[src/rtl/mem_port_arbiter_pkg.sv]
// Types shared by the memory-port arbiter, its bus interface and the cache-side users.
package mem_if_pkg;
    localparam int ADDR_W_DEF = 32;
    localparam int LINE_W_DEF = 128;

    typedef enum logic [1:0] {IDLE, ISSUE, WAIT, DONE} state_t;
    typedef enum logic {OP_RD, OP_WR} op_t;
endpackage

[src/rtl/mem_port_arbiter_if.sv]
// Client-side request/response bus plus the single line-wide memory port.
interface mem_port_arbiter_if #(
    parameter int NUM_CLIENTS = 2,
    parameter int ADDR_W      = mem_if_pkg::ADDR_W_DEF,
    parameter int LINE_W      = mem_if_pkg::LINE_W_DEF
);
    logic [NUM_CLIENTS-1:0]        cl_rd;
    logic [NUM_CLIENTS-1:0]        cl_wr;
    logic [NUM_CLIENTS*ADDR_W-1:0] cl_addr;
    logic [NUM_CLIENTS*LINE_W-1:0] cl_wdata;
    logic [NUM_CLIENTS-1:0]        cl_busy;
    logic [NUM_CLIENTS-1:0]        cl_done;
    logic [LINE_W-1:0]             cl_rdata;
    logic                          proto_err;
    logic                          mem_rd;
    logic                          mem_wr;
    logic [ADDR_W-1:0]             mem_addr;
    logic [LINE_W-1:0]             mem_wdata;
    logic [LINE_W-1:0]             mem_rdata;
    logic                          mem_ready;

    modport master (
        input  cl_rd, cl_wr, cl_addr, cl_wdata, mem_rdata, mem_ready,
        output cl_busy, cl_done, cl_rdata, proto_err, mem_rd, mem_wr, mem_addr, mem_wdata
    );

    modport slave (
        output cl_rd, cl_wr, cl_addr, cl_wdata, mem_rdata, mem_ready,
        input  cl_busy, cl_done, cl_rdata, proto_err, mem_rd, mem_wr, mem_addr, mem_wdata
    );
endinterface

[src/rtl/mem_port_arbiter_rr_pick.sv]
// Combinational winner select: lowest index, or first eligible after ptr when rr_mode.
module rr_pick #(
    parameter int N     = 2,
    parameter int IDX_W = 1
) (
    input  logic [N-1:0]     eligible,
    input  logic [IDX_W-1:0] ptr,
    input  logic             rr_mode,
    output logic [N-1:0]     grant,
    output logic [IDX_W-1:0] idx,
    output logic             any
);
    always_comb begin
        int c;
        grant = '0;
        idx   = '0;
        any   = 1'b0;
        c     = 0;
        for (int k = 0; k < N; k++) begin
            c = rr_mode ? (int'(ptr) + 1 + k) % N : k;
            if (!any && eligible[c]) begin
                any      = 1'b1;
                grant[c] = 1'b1;
                idx      = IDX_W'(c);
            end
        end
    end
endmodule

[src/rtl/mem_port_arbiter.sv]
// Shares one memory port among NUM_CLIENTS caches; one transaction in flight at a time.
module mem_port_arbiter
    import mem_if_pkg::*;
#(
    parameter int NUM_CLIENTS = 2,
    parameter int ADDR_W      = ADDR_W_DEF,
    parameter int LINE_W      = LINE_W_DEF,
    parameter int RR_MODE     = 0
) (
    input logic                clk,
    input logic                rst_n,
    mem_port_arbiter_if.master bus
);
    localparam int IDX_W = $clog2(NUM_CLIENTS);

    typedef struct packed {
        op_t               op;
        logic [ADDR_W-1:0] addr;
        logic [LINE_W-1:0] wdata;
    } req_t;

    state_t                 state;
    req_t                   req;
    logic [IDX_W-1:0]       gnt_idx, ptr, pick_idx;
    logic [NUM_CLIENTS-1:0] cooldown, eligible, pick_grant, busy, done;
    logic [LINE_W-1:0]      rdata;
    logic                   pick_any, perr, mrd, mwr;
    logic [ADDR_W-1:0]      addr_arr  [NUM_CLIENTS];
    logic [LINE_W-1:0]      wdata_arr [NUM_CLIENTS];

    for (genvar i = 0; i < NUM_CLIENTS; i++) begin : g_unpack
        assign addr_arr[i]  = bus.cl_addr[i*ADDR_W +: ADDR_W];
        assign wdata_arr[i] = bus.cl_wdata[i*LINE_W +: LINE_W];
    end

    // Cooldown hides a just-served client whose level request has not yet dropped.
    assign eligible = (bus.cl_rd | bus.cl_wr) & ~cooldown;

    rr_pick #(.N(NUM_CLIENTS), .IDX_W(IDX_W)) u_pick (
        .eligible (eligible),
        .ptr      (ptr),
        .rr_mode  (RR_MODE != 0),
        .grant    (pick_grant),
        .idx      (pick_idx),
        .any      (pick_any)
    );

    always_ff @(posedge clk) begin
        if (!rst_n) begin
            state    <= IDLE;
            req      <= '0;
            gnt_idx  <= '0;
            ptr      <= IDX_W'(NUM_CLIENTS - 1);
            cooldown <= '0;
            busy     <= '0;
            done     <= '0;
            rdata    <= '0;
            perr     <= 1'b0;
            mrd      <= 1'b0;
            mwr      <= 1'b0;
        end else begin
            done     <= '0;
            cooldown <= '0;
            if (|(bus.cl_rd & bus.cl_wr)) perr <= 1'b1;
            case (state)
                IDLE: if (pick_any) begin
                    gnt_idx   <= pick_idx;
                    req.op    <= bus.cl_wr[pick_idx] ? OP_WR : OP_RD;
                    req.addr  <= addr_arr[pick_idx];
                    req.wdata <= wdata_arr[pick_idx];
                    busy      <= pick_grant;
                    state     <= ISSUE;
                end
                ISSUE: begin
                    mrd   <= (req.op == OP_RD);
                    mwr   <= (req.op == OP_WR);
                    state <= WAIT;
                end
                WAIT: if (bus.mem_ready) begin
                    mrd           <= 1'b0;
                    mwr           <= 1'b0;
                    if (req.op == OP_RD) rdata <= bus.mem_rdata;
                    done[gnt_idx] <= 1'b1;
                    busy          <= '0;
                    state         <= DONE;
                end
                DONE: begin
                    if (RR_MODE != 0) ptr <= gnt_idx;
                    cooldown[gnt_idx] <= 1'b1;
                    state             <= IDLE;
                end
                default: state <= IDLE;
            endcase
        end
    end

    assign bus.cl_busy   = busy;
    assign bus.cl_done   = done;
    assign bus.cl_rdata  = rdata;
    assign bus.proto_err = perr;
    assign bus.mem_rd    = mrd;
    assign bus.mem_wr    = mwr;
    assign bus.mem_addr  = req.addr;
    assign bus.mem_wdata = req.wdata;
endmodule

[src/flat_wrapper.sv]
// flat-port wrapper written by rule: the top's interface ports become plain ports
module mem_port_arbiter_flat import mem_if_pkg::*;
#(
    parameter int NUM_CLIENTS = 2,
    parameter int ADDR_W      = ADDR_W_DEF,
    parameter int LINE_W      = LINE_W_DEF,
    parameter int RR_MODE     = 0
)
  (clk, rst_n, bus_cl_rd, bus_cl_wr, bus_cl_addr, bus_cl_wdata, bus_mem_rdata, bus_mem_ready, bus_cl_busy, bus_cl_done, bus_cl_rdata, bus_proto_err, bus_mem_rd, bus_mem_wr, bus_mem_addr, bus_mem_wdata);
  mem_port_arbiter_if #(.NUM_CLIENTS(NUM_CLIENTS), .ADDR_W(ADDR_W), .LINE_W(LINE_W)) bus_i ();
  input logic clk;
  input logic rst_n;
  input wire logic [$bits(bus_i.cl_rd)-1:0] bus_cl_rd;
  input wire logic [$bits(bus_i.cl_wr)-1:0] bus_cl_wr;
  input wire logic [$bits(bus_i.cl_addr)-1:0] bus_cl_addr;
  input wire logic [$bits(bus_i.cl_wdata)-1:0] bus_cl_wdata;
  input wire logic [$bits(bus_i.mem_rdata)-1:0] bus_mem_rdata;
  input wire logic [$bits(bus_i.mem_ready)-1:0] bus_mem_ready;
  output wire logic [$bits(bus_i.cl_busy)-1:0] bus_cl_busy;
  output wire logic [$bits(bus_i.cl_done)-1:0] bus_cl_done;
  output wire logic [$bits(bus_i.cl_rdata)-1:0] bus_cl_rdata;
  output wire logic [$bits(bus_i.proto_err)-1:0] bus_proto_err;
  output wire logic [$bits(bus_i.mem_rd)-1:0] bus_mem_rd;
  output wire logic [$bits(bus_i.mem_wr)-1:0] bus_mem_wr;
  output wire logic [$bits(bus_i.mem_addr)-1:0] bus_mem_addr;
  output wire logic [$bits(bus_i.mem_wdata)-1:0] bus_mem_wdata;
  assign bus_i.cl_rd = bus_cl_rd;
  assign bus_i.cl_wr = bus_cl_wr;
  assign bus_i.cl_addr = bus_cl_addr;
  assign bus_i.cl_wdata = bus_cl_wdata;
  assign bus_i.mem_rdata = bus_mem_rdata;
  assign bus_i.mem_ready = bus_mem_ready;
  assign bus_cl_busy = bus_i.cl_busy;
  assign bus_cl_done = bus_i.cl_done;
  assign bus_cl_rdata = bus_i.cl_rdata;
  assign bus_proto_err = bus_i.proto_err;
  assign bus_mem_rd = bus_i.mem_rd;
  assign bus_mem_wr = bus_i.mem_wr;
  assign bus_mem_addr = bus_i.mem_addr;
  assign bus_mem_wdata = bus_i.mem_wdata;
  mem_port_arbiter #(.NUM_CLIENTS(NUM_CLIENTS), .ADDR_W(ADDR_W), .LINE_W(LINE_W), .RR_MODE(RR_MODE)) u_core (.clk(clk), .rst_n(rst_n), .bus(bus_i));
endmodule
[config.mk]
export PLATFORM = sky130hd
export DESIGN_NAME = mem_port_arbiter_flat
export DESIGN_NICKNAME = d
export VERILOG_FILES = /design/src/rtl/mem_port_arbiter_pkg.sv /design/src/rtl/mem_port_arbiter_if.sv /design/src/rtl/mem_port_arbiter_rr_pick.sv /design/src/rtl/mem_port_arbiter.sv /design/src/flat_wrapper.sv
export SDC_FILE = /design/constraint.sdc
export NUM_CORES = 1
export LEC_CHECK = 0
export ABC_AREA = 1
export CAP_MARGIN = 20
export CORE_AREA = 2 2 295 297
export DETAILED_ROUTE_END_ITERATION = 8
export DIE_AREA = 0 0 297 299
export PLACE_DENSITY_LB_ADDON = 0.15
export SYNTH_ARGS = -nofsm -noshare
export SYNTH_HDL_FRONTEND = slang
export SYNTH_SLANG_ARGS = --single-unit
[constraint.sdc]
create_clock -name clk -period 3.1 [get_ports clk]
set_clock_uncertainty 0.05 [all_clocks]
set_input_delay 0.62 -clock clk [delete_from_list [all_inputs] [get_ports clk]]
set_output_delay 0.62 -clock clk [all_outputs]
set_load 0.005 [all_outputs]
-- Yosys cells after proc, flatten, opt, wreduce, memory -nomap -nowiden
Cells that the tools add are included.
- flip-flop bits (word level): 301
- input bits: 455
- output and inout bits: 295
- word-level logic and storage cells: 66
- magnitude comparators: 4
- equal/unequal tests: 5
- multiplexer cells: 25
- bitwise operators: 6
- reductions and logical operators: 14
- operators by type and width (kind ; number):
    $mux W128 ; 3
    $mux W32 ; 3
    $mux W2 ; 5
    $mux W1 ; 9
    $reduce_and A3 Y1 ; 3
    $pmux W2 S4 ; 1
    $reduce_and A2 Y1 ; 4
    $and A2 B2 Y2 ; 2
    $eq A2 B2 Y1 const B ; 2
    $lt A1 B2 Y1 const B ; 2
    $pmux W1 S2 ; 2
    $pmux W2 S2 ; 1
    $reduce_bool A2 Y1 ; 2
    $eq A2 B1 Y1 const B ; 1
    $ge A2 B2 Y1 const B ; 1
    $logic_and A1 B1 Y1 ; 2
    $logic_not A2 Y1 ; 1
    $ne A2 B1 Y1 const B ; 1
    $ne A2 B2 Y1 const B ; 1
    $not A1 Y2 ; 1
    $not A2 Y2 ; 1
    $or A2 B2 Y2 ; 1
    $reduce_or A2 Y1 ; 1
    $demux W1 S1 ; 1
    3 further kinds ; 3

-- Longest topological paths before layout
- word-level depth: 10
- mapped depth: 11

-- Modules after synthesis
From an unflattened synthesis, not the netlist that was laid out.
- cell total of the unflattened synthesis: 1864
- area total of the unflattened synthesis: 13820.8 sq um
- by module, submodules not included (module ; times used ; cells an instance ; area an instance (sq um) ; seq. area each (sq um)):
    mem_port_arbiter ; 1 ; 1855 ; 13778.2 ; 6025.8
    rr_pick ; 1 ; 9 ; 42.5 ; 0.0

-- Worst setup path after synthesis
OpenSTA, ideal clock, no wires.
- path kind: input-to-reg
- start point: input bus_cl_wr[1]
- end point: register u_core.req (netlist bit u_core.bus.mem_wdata[100])
- setup time: 0.109 ns
- arrival time: 1.553 ns
- slack: 1.388 ns
- cell stages on the path: 10
- cell sequence: o21ai_2 -> inv_2 -> nand2_2 -> inv_2 -> buf_6 -> buf_4 -> nand2_1 -> nand3_1 -> nand2_1 -> inv_1
- word-level cells in the longest chain between the ends: 8
- elaborated cells on any way between the ends: 10
- classes of those cells: mux (5); bitwise (3); reduce/logical (2)
- ends and longest elaborated chain (what ; line ; text):
    start: declaration ; flat_wrapper.sv:14 ; input wire logic [$bits(bus_i.cl_wr)-1:0] bus_cl_wr;
    $or A2 B2 Y2 (*) ; mem_port_arbiter.sv:37 ; assign eligible = (bus.cl_rd | bus.cl_wr) & ~cooldown;
    $and A2 B2 Y2 (*) ; mem_port_arbiter.sv:37 ;
    $logic_and A1 B1 Y1 (*) ; mem_port_arbiter_rr_pick.sv:21 ; if (!any && eligible[c]) begin
    $mux W1 ; mem_port_arbiter_rr_pick.sv:21 ;
    $not A1 Y2 (implied by the code) ; mem_port_arbiter.sv:70 ; req.wdata <= wdata_arr[pick_idx];
    $mux W128 (implied by the code) (3 in a row) ; mem_port_arbiter.sv:70 ;
    end: declaration ; mem_port_arbiter.sv:23 ; req_t req;
Every way passes the cells marked *; elsewhere a longest branch is shown, timed or not. The select of a mux whose other input is x is not followed.
A chain may end at the register's enable or synchronous reset.

-- Final worst setup path
- start point: register u_core.busy[1], in the netlist u_core.bus.cl_busy[1]
- end point: output bus_cl_busy[1]
- RTL lines (what ; line ; text):
    start: declaration ; mem_port_arbiter.sv:25 ; logic [NUM_CLIENTS-1:0] cooldown, eligible, pick_grant, busy, done;
    start signal: assignment ; mem_port_arbiter.sv:71 ; busy <= pick_grant;
    end: declaration ; flat_wrapper.sv:19 ; output wire logic [$bits(bus_i.cl_busy)-1:0] bus_cl_busy;
No word-level cell between the ends.

==> results.json <==
{
  "status": "completed",
  "grt_start_max_net_pins": 91,
  "synth_largest_area_cell": "sky130_fd_sc_hd__dfxtp_1",
  "drc": 0,
  "synth.net_count": 2616,
  "critPathMaxFanout": 2,
  "cts.repair_timing.setup_buffer_count": 0,
  "layout_common_cells": "sky130_fd_sc_hd__clkdlybuf4s50_1, sky130_fd_sc_hd__nor2_1, sky130_fd_sc_hd__nand2_1",
  "ioPinCount": 750,
  "wire_length_of_the_first_global_routing_pass_mm": 92.9,
  "vdd_drop_max_v": 0.000326,
  "worstPathRequired_ps": 2430,
  "placedInstanceArea_um2": 21700,
  "core_um2": 85900,
  "max_slew_headroom": 0.422,
  "holdCritPathClass": "flop to flop",
  "drive_above_1_share": 0.0379,
  "grt_use_met1": 0.156,
  "die_h_um": 299,
  "dieArea_um2": 88800,
  "vias": 14762,
  "clkTransAtPathRegs_ps": 60,
  "clockRootBuffer": "sky130_fd_sc_hd__clkbuf_16",
  "setup.worst_path.class": "flop to primary output",
  "rsz0062_at_grt": "no",
  "drt_first_iter_violations": 520,
  "layout_setup_ws_ps": 799,
  "post_placement_worst_setup_slack_ps": 314,
  "crit_path_cell_trace": "clkdlybuf4s50_1",
  "sum_neg_setup_slack_ps": 0,
  "syn_inst": 2157,
  "detailedRoute.firstPassIterationCount": 5,
  "residual_overflow_from_global_routing": 0,
  "grtUsageTotal": 0.136,
  "final_common_cell": "sky130_fd_sc_hd__clkdlybuf4s50_1",
  "period_needed_ps": 2300,
  "worst_skew_pair.late_latency_ps": 540,
  "worst_path_largest_cell_delay_ps": 680,
  "fmax_mhz": 435,
  "synthTopCellsByArea": "sky130_fd_sc_hd__dfxtp_1, sky130_fd_sc_hd__nor2_1, sky130_fd_sc_hd__nand2_1, sky130_fd_sc_hd__buf_4, sky130_fd_sc_hd__nand3_1",
  "timing.critical_path.max_delay_family": "buffers and inverters",
  "ys_types": 24,
  "yosysWarnings": 0,
  "post_synth_instance_area_um2": 14200,
  "vias_per_cell": 3.80,
  "critPathCaptureType": "primary output",
  "synth_top_cell_area_share": 0.425,
  "peak_usage_layer_in_the_global_routing_report": "met2",
  "std_cell_rows": 108,
  "antenna_found_initial": 8,
  "timing.final.max_slew_violations": 0,
  "leakage_nw": 10.5,
  "worst_pin_slew_ps": 867,
  "power_density_nw_per_um2": 782,
  "first_global_vias": 14488,
  "place_hpwl_mm": 47.7,
  "syn2layout_area_growth_pct": 62.6,
  "finalInstanceArea_um2": 23000,
  "final_nets": 3152,
  "power_w": 0.0180,
  "routed_wl_mm": 63.1,
  "cts.repair.resized": 0,
  "category_of_the_worst_setup_path_launch_point": "flop",
  "chipWidth_um": 297,
  "drtAntennaViolNets": 0,
  "number_of_levels_in_the_clock_h_tree": 2,
  "syn_avg_cell_area_um2": 6.57,
  "setup_viol": 0,
  "gr-usage-met2": 0.225,
  "filler_cell_count": 9480,
  "hold_slack_ps": 436,
  "cts_hold_buffers": 0,
  "critical_path_buf_inv_count": 1,
  "part_of_the_yosys_area_used_for_sequential_elements": 0.425,
  "numPortBuffers": 749,
  "initial_utilization": 0.165,
  "critPathSlowestCell": "sky130_fd_sc_hd__clkdlybuf4s50_1",
  "worst_ep_arrival_time_ps": 1630,
  "routed_wire_length_per_instance_um": 16.2,
  "tritoncts_clock_tree": "yes",
  "ys_seq_elements": 301,
  "tritoncts_num_sinks": 301,
  "hold_viol_final": 0,
  "globalplace.congestion": 0.854,
  "tritoncts_buffers": 41,
  "cts-root-to-sink-buffers": 3,
  "use_met3": 0.0659,
  "max_cap_violations": 0,
  "final_min_period_over_clock_period": 0.742
}
## final cells by class
type / count / area [um2] / share of cell area
inverter: 176 / 673 / 0.0292
tap: 1155 / 1450 / 0.0627
sequential: 301 / 6030 / 0.262
multi-input combinational: 1391 / 5710 / 0.248
clock buffer: 63 / 1230 / 0.0535
timing repair buffer: 782 / 7870 / 0.342
clock inverter: 8 / 68.8 / 0.00299
antenna: 5 / 12.5 / 0.000543
## synth_stat cells
library cell,count
sky130_fd_sc_hd__o21ai_0,128
sky130_fd_sc_hd__nor2_1,578
sky130_fd_sc_hd__buf_1,10
sky130_fd_sc_hd__inv_2,3
sky130_fd_sc_hd__o21ai_2,1
sky130_fd_sc_hd__clkbuf_1,53
sky130_fd_sc_hd__dfxtp_1,301
sky130_fd_sc_hd__buf_6,1
sky130_fd_sc_hd__a22o_1,1
sky130_fd_sc_hd__clkbuf_2,1
sky130_fd_sc_hd__a21oi_4,1
sky130_fd_sc_hd__nand4_1,1
sky130_fd_sc_hd__inv_1,173
sky130_fd_sc_hd__nand3_1,166
sky130_fd_sc_hd__a21oi_1,8
sky130_fd_sc_hd__nand2_2,1
sky130_fd_sc_hd__ha_1,4
sky130_fd_sc_hd__o21ai_1,2
sky130_fd_sc_hd__buf_2,56
sky130_fd_sc_hd__o21bai_4,1
sky130_fd_sc_hd__nor3_1,4
sky130_fd_sc_hd__buf_4,168
sky130_fd_sc_hd__or2_2,1
sky130_fd_sc_hd__nand2_1,494
## layer usage
| metal | share of wire | wire [um] |
|---|---|---|
| met1 | 0.41 | 25600 |
| met4 | 0.021 | 1330 |
| met3 | 0.11 | 7040 |
| met2 | 0.46 | 29000 |
| met5 | 0.0013 | 80 |
## where the power goes
part           total [W]  switching [W]  internal, W
registers        0.00565       0.000604      0.00505
clock network    0.00465        0.00186      0.00280
logic            0.00771        0.00397      0.00373
## registers in the layout, summed over array words and instances, names as in the netlist, 2 cells and up
| signal | count |
|---|---|
| u_core.bus.mem_wdata | 128 |
| u_core.bus.cl_busy | 2 |
| u_core.state | 2 |
| u_core.cooldown | 2 |
| u_core.bus.cl_done | 2 |
| u_core.bus.cl_rdata | 128 |
| u_core.bus.mem_addr | 32 |
## logic make-up after synthesis
kind of cell	synth area share
AOI/OAI and AO/OA	0.0525
buffers and inverters	0.173
and+or+nand+nor	0.345
DFF	0.425
adders and majority gates	0.00353
## stage by stage
step	cells	utilization
6_report	3881	0.268
5_1_grt	3878	0.268
4_1_cts	3876	0.268
3_5_place_dp	3805	0.253
3_3_place_gp	3805	0.253
2_1_floorplan	2157	-
## worst paths after layout
path	slack, ps	from	end	cells past startpoint
worst max-delay path	800	u_core.bus.cl_busy[1]$_SDFFE_PN0P_	bus_cl_busy[1]	1
worst min-delay path	440	u_core.bus.proto_err$_SDFFE_PN0P_	u_core.bus.proto_err$_SDFFE_PN0P_	2
worst max register to register	950	u_core.state[1]$_SDFFE_PN0P_	u_core.bus.mem_wdata[76]$_SDFFE_PN0P_	9
worst min register to register	440	u_core.bus.proto_err$_SDFFE_PN0P_	u_core.bus.proto_err$_SDFFE_PN0P_	2
Power figures use the tool's default switching activity.
